$ cat src/rtl/wavelet_level_sequencer.sv
// wavelet_level_sequencer: capture controller issuing per-level decimated sample strobes.
module wavelet_level_sequencer #(
  parameter int NUM_LEVELS   = 4,
  parameter int CNT_WIDTH    = 16,
  parameter int DRAIN_CYCLES = 4
) (
  input  logic                  clk,
  input  logic                  aresetn,
  input  logic                  start,
  input  logic                  stop,
  input  logic [CNT_WIDTH-1:0]  capture_len,
  input  logic                  adc_data_in_valid,
  output logic [NUM_LEVELS-1:0] level_en,
  output logic [NUM_LEVELS-1:0] level_phase,
  output logic                  busy,
  output logic                  done,
  output logic [CNT_WIDTH-1:0]  sample_count
);
  localparam logic [1:0] S_IDLE  = 2'd0;
  localparam logic [1:0] S_RUN   = 2'd1;
  localparam logic [1:0] S_DRAIN = 2'd2;
  localparam int DW = $clog2(DRAIN_CYCLES + 1);
  logic [1:0]            r_state;
  logic [CNT_WIDTH-1:0]  r_len;
  logic [CNT_WIDTH-1:0]  r_cnt;
  logic [NUM_LEVELS-1:0] r_dec;
  logic [DW-1:0]         r_drain;
  logic [NUM_LEVELS-1:0] r_en;
  logic [NUM_LEVELS-1:0] r_ph;
  logic                  r_done;
  logic [NUM_LEVELS-1:0] w_en;
  logic [CNT_WIDTH-1:0]  w_cnt_inc;
  logic                  w_acc;
  logic                  w_last;
  // level k fires when the low k bits of the decimation counter are all ones
  for (genvar i = 0; i < NUM_LEVELS; i++) begin : g_en
    if (i == 0) begin : g_full
      assign w_en[i] = 1'b1;
    end else begin : g_dec
      assign w_en[i] = &r_dec[i-1:0];
    end
  end
  assign w_cnt_inc    = r_cnt + 1'b1;
  assign w_acc        = (r_state == S_RUN) && adc_data_in_valid && !stop;
  assign w_last       = w_acc && (r_len != '0) && (w_cnt_inc == r_len);
  assign level_en     = r_en;
  assign level_phase  = r_ph;
  assign busy         = r_state != S_IDLE;
  assign done         = r_done;
  assign sample_count = r_cnt;
  always_ff @(posedge clk or negedge aresetn) begin
    if (!aresetn) begin
      r_state <= S_IDLE;
      r_len   <= '0;
      r_cnt   <= '0;
      r_dec   <= '0;
      r_drain <= '0;
      r_en    <= '0;
      r_ph    <= '0;
      r_done  <= 1'b0;
    end else begin
      r_en   <= '0;
      r_done <= 1'b0;
      case (r_state)
        S_IDLE: if (start) begin
          r_state <= S_RUN;
          r_len   <= capture_len;
          r_cnt   <= '0;
          r_dec   <= '0;
        end
        S_RUN: begin
          if (w_acc) begin
            r_en  <= w_en;
            r_ph  <= r_dec;
            r_dec <= r_dec + 1'b1;
            r_cnt <= w_cnt_inc;
          end
          if (stop || w_last) begin
            r_state <= S_DRAIN;
            r_drain <= DW'(DRAIN_CYCLES - 1);
          end
        end
        S_DRAIN: if (r_drain == '0) begin
          r_state <= S_IDLE;
          r_done  <= 1'b1;
        end else begin
          r_drain <= r_drain - 1'b1;
        end
        default: r_state <= S_IDLE;
      endcase
    end
  end
endmodule
$ cat config.mk
export PLATFORM = sky130hd
export DESIGN_NAME = wavelet_level_sequencer
export DESIGN_NICKNAME = d
export VERILOG_FILES = /design/src/rtl/wavelet_level_sequencer.sv
export SDC_FILE = /design/constraint.sdc
export NUM_CORES = 1
export LEC_CHECK = 0
export BUFFER_PORTS_ARGS = -buffer_cell sky130_fd_sc_hd__clkbuf_2
export CAP_MARGIN = 10
export CORE_UTILIZATION = 40
export CTS_CLUSTER_SIZE = 25
export DETAILED_ROUTE_END_ITERATION = 12
export SYNTH_ARGS = -nofsm -noshare
export SYNTH_HDL_FRONTEND = slang
export SYNTH_SLANG_ARGS = --single-unit
$ cat constraint.sdc
create_clock -name clk -period 2.2 [get_ports clk]
set_input_delay 0.33 -clock clk [delete_from_list [all_inputs] [get_ports clk]]
set_output_delay 0.33 -clock clk [all_outputs]
set_load 0.02 [all_outputs]
==> results of run 1 <==
[how the worst max path moves through the flow]
stage,start,endpoint,slack (ns),depth (start not counted)
2_1_floorplan,sample_count[2],r_drain[2],-0.14,8
3_3_place_gp,sample_count[11],r_drain[2],-0.13,8
3_5_place_dp,sample_count[11],r_drain[1],-0.19,8
4_1_cts,sample_count[1],r_drain[2],-0.16,8
5_1_grt,sample_count[1],r_drain[2],-0.25,8
6_report,sample_count[2],r_drain[2],-0.11,8
[layout by cell type, fill, tap and decap left out, drive strengths merged, types with 2 or more instances in the layout]
cell type	instances
nor3	2
inv	5
and3	4
clkbuf	53
mux2i	2
a22o	7
o31ai	5
xor2	8
nand2b	3
a21oi	2
nor2	25
o21ai	20
ha	5
or4	2
o41ai	2
nand2	30
nand4	3
nor2b	4
mux2	16
xnor2	20
nor4	9
buf	56
nand3	11
or3	2
dfrtp	50
[routing by layer]
metal	track usage, %	part of all wire, %	vias to the layer above
met3	3.561	3.4	12
met5	0	0	-
met4	6.780	2.2	0
met2	30.82	47	53
li1	-	-	1119
met1	27.57	48	1108
[power groups by stage]
stage	sequential, mW	combinational, mW	clock [mW]
6_report	1.40	1.40	0.597
5_1_grt	1.45	1.55	0.646
2_1_floorplan	1.43	0.781	0
3_3_place_gp	1.41	1.23	0
4_1_cts	1.41	1.35	0.611
3_5_place_dp	1.43	1.27	0
[layout make-up]
| class | instances | area, µm² | share of cell area, % |
|---|---|---|---|
| sequential | 50 | 1264 | 34.90 |
| inverter | 5 | 18.77 | 0.5183 |
| multi-input combinational | 194 | 1466 | 40.50 |
| tap | 77 | 96.34 | 2.661 |
| timing repair buffer | 102 | 670.6 | 18.52 |
| clock buffer | 7 | 96.34 | 2.661 |
| clock inverter | 1 | 8.758 | 0.2419 |
[flip-flops by register name, summed over array words and instances, names as in the netlist]
| signal | count |
|---|---|
| done | 1 |
| level_en | 4 |
| level_phase | 4 |
| r_dec | 4 |
| r_drain | 3 |
| r_len | 16 |
| r_state | 2 |
| sample_count | 16 |
[what timing repair did]
item | in CTS | in global routing
hold buffers | 0 | 0
pin swaps | 12 | 6
gates resized for setup | 11 | 5
setup buffers | 3 | 4
setup endpoints to repair | 4 | 20
endpoints found under the hold margin | 0 | 0
[logic make-up after synthesis]
kind of cell | count (synthesis)
flops | 50
buf+inv | 15
fa+ha+maj | 5
mux | 18
simple gates | 100
compound gates | 43
xor+xnor | 28
[per-stage QoR]
step | power (mW) | TNS [ns] | cell area, µm² | hold WS (ns) | cells
2_1_floorplan | 2.215 | -0.1447 | 2746 | 0.03441 | 259
3_3_place_gp | 2.648 | -0.3951 | 3397 | 0.3546 | 422
3_5_place_dp | 2.700 | -0.7232 | 3397 | 0.3453 | 422
4_1_cts | 3.367 | -0.4499 | 3565 | 0.005217 | 432
5_1_grt | 3.644 | -0.7908 | 3621 | 0.02971 | 436
6_report | 3.405 | -0.2320 | 3621 | -0.007776 | 436
==> reports/results.ini, run 1 <==
[logic_synthesis]
ys_warn_count=0
ys_seq_area_share_pct=46.84
synthAdderAreaFrac_pct=2.342
synth-simple-area-share_pct=20.94
netlist_instances=259
synth_compound_area_share_pct=10.91
synth-xor-area-share_pct=9.180
ys.flop_type=dfrtp_1
synth_common_cells=dfrtp_1 (50), nand2_1 (30), nor2_1 (25)
yosysTopAreaCellShare_pct=46.84
yosys-top-cells-area=dfrtp_1 (47%), xnor2_1 (6.6%), nand2_1 (4.2%)
syn-num-nets=285
syn_area_um2=2671
yosys.area.top_type=dfrtp_1
synth_top_family_by_area=simple AND/OR/NAND/NOR gates
async_reset_ff_share_pct=100.0
synth_cell_types=45
ys_ff_latch=50
synth_most_common_cell=dfrtp_1
synth_edf_count=0
syn_avg_cell_area_um2=10.31
synthMuxAreaShare_pct=7.494

[worst_setup_path]
end_kind=flop
timing.rr.start=sample_count[2]
required_ns=2.41
regToRegSetupSlack_ns=-0.11
worstSetupStartpointType=flop
crit_family=compound AO/OA/AOI/OAI gates
slowest_delay_ns=0.44
cp_slowest_cell=dfrtp_2
r2r_cells=8
cp_data_arrival_time_ns=2.52
cpMostUsedCell=buf_4
path_buf_inv=2
reg2reg_to=r_drain[2]
worstSetupPathType=reg2reg
critPathMaxFanout=4
cp_cell_sequence=buf_4, buf_4, xor2_1, a311o_1, a21oi_2, a41oi_2, or3b_4, a31o_1

[clock_tree]
cts_made_buffers=5
insertion_delay_ns=0.31
htreeDepth=2
root_buffer=clkbuf_8
cts_tree=done
path_clk_slew_ns=0.09
clock_path_buffers=2
clock-sinks=50

[timing]
worst_slack_ns=-0.1099
max_freq_ghz=0.4329
finalMaxSlewViolations=0
hold_viol=15
timing.final.crit_period_ns=2.310
relSlewSlack_pct=59.29
rsz0062_at_grt=true
min_period_over_period_pct=105.0
whs_ns=-0.007776
setup_viol_count_final=4
worst_pin_slew_ns=0.6099
finClkSkew_ns=0.01086

[final_layout]
utilization_pct=56.70
area_delta_synth_final_pct=35.55
drive_gt1_share_pct=42.62
n_antenna_cell=0
nFillCells=570
nets=384

[global_route]
grt_pass1_vias=2198
grt_start_max_net_pins=30
grt_pass1_wl_um=10870
grt_antenna_before_repair=0
grt_use_total_pct=19.72
globalRouteOverflowTotal=0

[route]
routed_wl_um=6571
wl_per_cell_um=15.07
drc=0
drtIter0Drc=123
first_pass_iters=4
vias=2292
final_antenna_net_count=0
routed_via_density=5.257

[floorplan]
core-area_um2=6386
dieArea_um2=7009
start_util_pct=41.83
row_count=29
die_h_um=83.72
die_w_um=83.72
ios=47

[placement]
dpl.hpwl_um=5055
portBuffers=46
preCtsSetupSlack_ns=-0.1936
place_congestion=0.9352

[pwr]
power_frac_comb_pct=41.2
power.share.sequential_pct=41.3
peakVddDrop_mv=0.6842
p_leak_nw=1.717
p_int_mw=2.192
switchingPower_mw=1.213
power_density_nw_per_um2=940.3
clkPwrFrac_pct=17.5
switching_share_pct=35.63

[job]
maxCapViolCount=0

[status]
status=complete, but fails checks
violations=hold timing, setup timing

[hold_path]
hold_class=in2async

Power figures use the tool's default switching activity.
==> run 2: changes to the inputs <==
--- a/config.mk
+++ b/config.mk
@@ -5,10 +5,10 @@
 export SDC_FILE = /design/constraint.sdc
 export NUM_CORES = 1
 export LEC_CHECK = 0
+export ABC_AREA = 1
 export BUFFER_PORTS_ARGS = -buffer_cell sky130_fd_sc_hd__clkbuf_2
 export CAP_MARGIN = 10
 export CORE_UTILIZATION = 40
-export CTS_CLUSTER_SIZE = 25
 export DETAILED_ROUTE_END_ITERATION = 12
 export SYNTH_ARGS = -nofsm -noshare
 export SYNTH_HDL_FRONTEND = slang
==> run 2 against run 1 <==
  * The run ends with DRC left
  * Via count grew 7.5%
  * First-iteration DRC count grew 72%
  * Power shrank 2.1%
  * Global-route usage grew 0.28 points
  * Die area grew 1.9%
  * Sequential power is essentially flat
  * Largest cell class unchanged
  * Largest power group unchanged
==> reports/results.ini, run 2 <==
[logic_synthesis]
yosys-top-cells-area=dfrtp_1 (46%), nand2_1 (15%), nand3_1 (7.7%)  ; was dfrtp_1 (47%), xnor2_1 (6.6%), nand2_1 (4.2%)
ys_seq_area_share_pct=45.96  ; was 46.84%
syn_avg_cell_area_um2=7.439  ; was 10.31 µm²
syn-num-nets=392  ; was 285
yosysTopAreaCellShare_pct=45.96  ; was 46.84%
synth_cell_types=25  ; was 45
synth_edf_count=0  ; unchanged
syn_area_um2=2723  ; was 2671 µm²
ys_ff_latch=50  ; unchanged
yosys.area.top_type=dfrtp_1  ; unchanged
ys_warn_count=0  ; unchanged
async_reset_ff_share_pct=100.0  ; unchanged
synth_common_cells=nand2_1 (111), dfrtp_1 (50), inv_1 (43)  ; was dfrtp_1 (50), nand2_1 (30), nor2_1 (25)
netlist_instances=366  ; was 259
ys.flop_type=dfrtp_1  ; unchanged
synth_most_common_cell=nand2_1  ; was dfrtp_1

[final_layout]
n_antenna_cell=0  ; unchanged
utilization_pct=49.98  ; was 56.70%
fin_cells=501  ; was 436
drive_gt1_share_pct=19.34  ; was 42.62%
mostFrequentLayoutCell=nand2_1  ; was buf_4
layout_common_cells=nand2_1 (111), dfrtp_1 (50), clkbuf_2 (46)  ; was buf_4 (53), clkbuf_2 (46), dfrtp_1 (40)
area_delta_synth_final_pct=18.57  ; was 35.55%
nets=449  ; was 384

[timing]
worst_pin_slew_ns=0.6283  ; was 0.6099 ns
setup_tns_ns=0  ; was -0.2320 ns
finClkSkew_ns=0.006447  ; was 0.01086 ns
min_period_over_period_pct=93.43  ; was 105.0%
max_freq_ghz=0.4865  ; was 0.4329 GHz
setup_viol_count_final=0  ; was 4
finalMaxSlewViolations=0  ; unchanged
worst_slack_ns=0.1446  ; was -0.1099 ns
relSlewSlack_pct=58.12  ; was 59.29%
timing.final.crit_period_ns=2.055  ; was 2.310 ns
hold_viol=0  ; was 15

[clock_tree]
insertion_delay_ns=0.31  ; about the same
holdBufCountCts=0  ; unchanged
cts_made_buffers=5  ; unchanged
post_cts_resize_count=0  ; was 11
cts_tree=done  ; unchanged
path_clk_slew_ns=0.10  ; was 0.09 ns
clock-sinks=50  ; unchanged
post_cts_buffers=0  ; was 3
clock_path_buffers=2  ; unchanged
root_buffer=clkbuf_8  ; unchanged
htreeDepth=2  ; unchanged

[worst_setup_path]
critPathMaxFanout=6  ; was 4
end_kind=flop  ; unchanged
worstSetupStartpointType=flop  ; unchanged
worstSetupPathType=reg2reg  ; unchanged
required_ns=2.41  ; about the same
cp_data_arrival_time_ns=2.26  ; was 2.52 ns

[pwr]
power_density_nw_per_um2=1032  ; was 940.3 nW/µm²
peakVddDrop_mv=0.4433  ; was 0.6842 mV
p_leak_nw=1.634  ; was 1.717 nW

[route]
drc=4  ; was 0
final_antenna_net_count=0  ; unchanged
wl_per_cell_um=13.18  ; was 15.07 µm
drtIter0Drc=212  ; was 123
routed_via_density=4.916  ; was 5.257
first_pass_iters=8  ; was 4
routed_wl_um=6605  ; was 6571 µm
vias=2463  ; was 2292

[status]
status=complete, but fails checks  ; unchanged
violations=DRC  ; was hold timing, setup timing

[placement]
dp_cells=491  ; was 422
place_congestion=0.9063  ; was 0.9352
portBuffers=46  ; unchanged
preCtsSetupSlack_ns=0.1243  ; was -0.1936 ns
dpl.hpwl_um=4962  ; was 5055 µm

[floorplan]
dieArea_um2=7140  ; was 7009 µm²
start_util_pct=42.15  ; was 41.83%
row_count=29  ; unchanged
ios=47  ; unchanged
core-area_um2=6459  ; was 6386 µm²
die_w_um=84.50  ; was 83.72 µm
die_h_um=84.50  ; was 83.72 µm

[global_route]
grt_start_max_net_pins=51  ; was 30
globalRouteOverflowTotal=0  ; unchanged
grt_pass1_vias=2363  ; was 2198
grt_use_total_pct=20.00  ; was 19.72%
grt_antenna_before_repair=0  ; unchanged
grt_pass1_wl_um=11300  ; was 10870 µm

[hold_path]
hold_class=in2async  ; unchanged

[job]
maxCapViolCount=0  ; unchanged

-- run 2: worst paths after layout --
check	slack, ns	depth (start not counted)	endpoint	from
worst min register to register	0.49	2	r_drain[1]	r_drain[1]
worst max register to register	0.14	16	r_drain[1]	sample_count[1]
worst min-delay path	0.11	2	r_state[1]	aresetn
max in group asynchronous	1.67	2	sample_count[8]	aresetn
min in group clk	0.21	3	r_len[0]	capture_len[0]
worst max-delay path	0.14	16	r_drain[1]	sample_count[1]
-- run 2: final cells by class --
cell class	count	area [µm²]
clock inverters	3	43.79
flip-flops and latches	50	1251
repair buffers	57	325.3
well taps	77	96.34
multi-input cells	264	1274
fillers	659	3231
clock buffers	5	68.82
inverters	45	168.9
-- run 2: logic make-up (layout without fill, tap and decap cells) --
group	after synthesis	after routing	synth area share [%]
compound gates	43	43	8.364
fa+ha+maj	5	5	2.298
simple gates	213	213	35.16
flops	50	50	45.96
buf+inv	52	110	7.261
xor+xnor	3	3	0.9652
-- run 2: critical path: stages (launching register included) --
cell,delay [ns]
dfrtp_1,0.41
ha_1,0.21
nand2_1,0.11
nor2_4,0.18
nand2_2,0.10
nor2_1,0.10
nand2_1,0.08
nand2_1,0.09
nand2_1,0.05
nand2_1,0.05
nand2_1,0.06
nor2_2,0.13
nand3_2,0.11
nand2_4,0.10
nand2_4,0.06
nand2_1,0.07
nand2_1,0.04
-- run 2: power breakdown --
part	leakage, nW	switching, mW	internal [mW]	total, mW
clock network	0.0585	0.332	0.341	0.674
logic	0.918	0.799	0.472	1.27
registers	0.658	0.208	1.18	1.39
total	1.63	1.34	1.99	3.33
-- run 2: stage by stage --
stage	power, mW	hold WS, ns	cell area, µm²
CTS	3.335	0.1395	3213
detailed placement	2.664	0.4668	3100
finish	3.332	0.1115	3228
global placement	2.651	0.4586	3100
global route	3.586	0.1768	3228
floorplan	2.226	0.03441	2723
-- run 2: per-layer routing --
layer / GRT usage, % / share of wire [%]
met1: 29.66 / 50
met2: 28.97 / 43
met3: 4.130 / 6.1
met4: 6.780 / 0.80
met5: 0 / 0
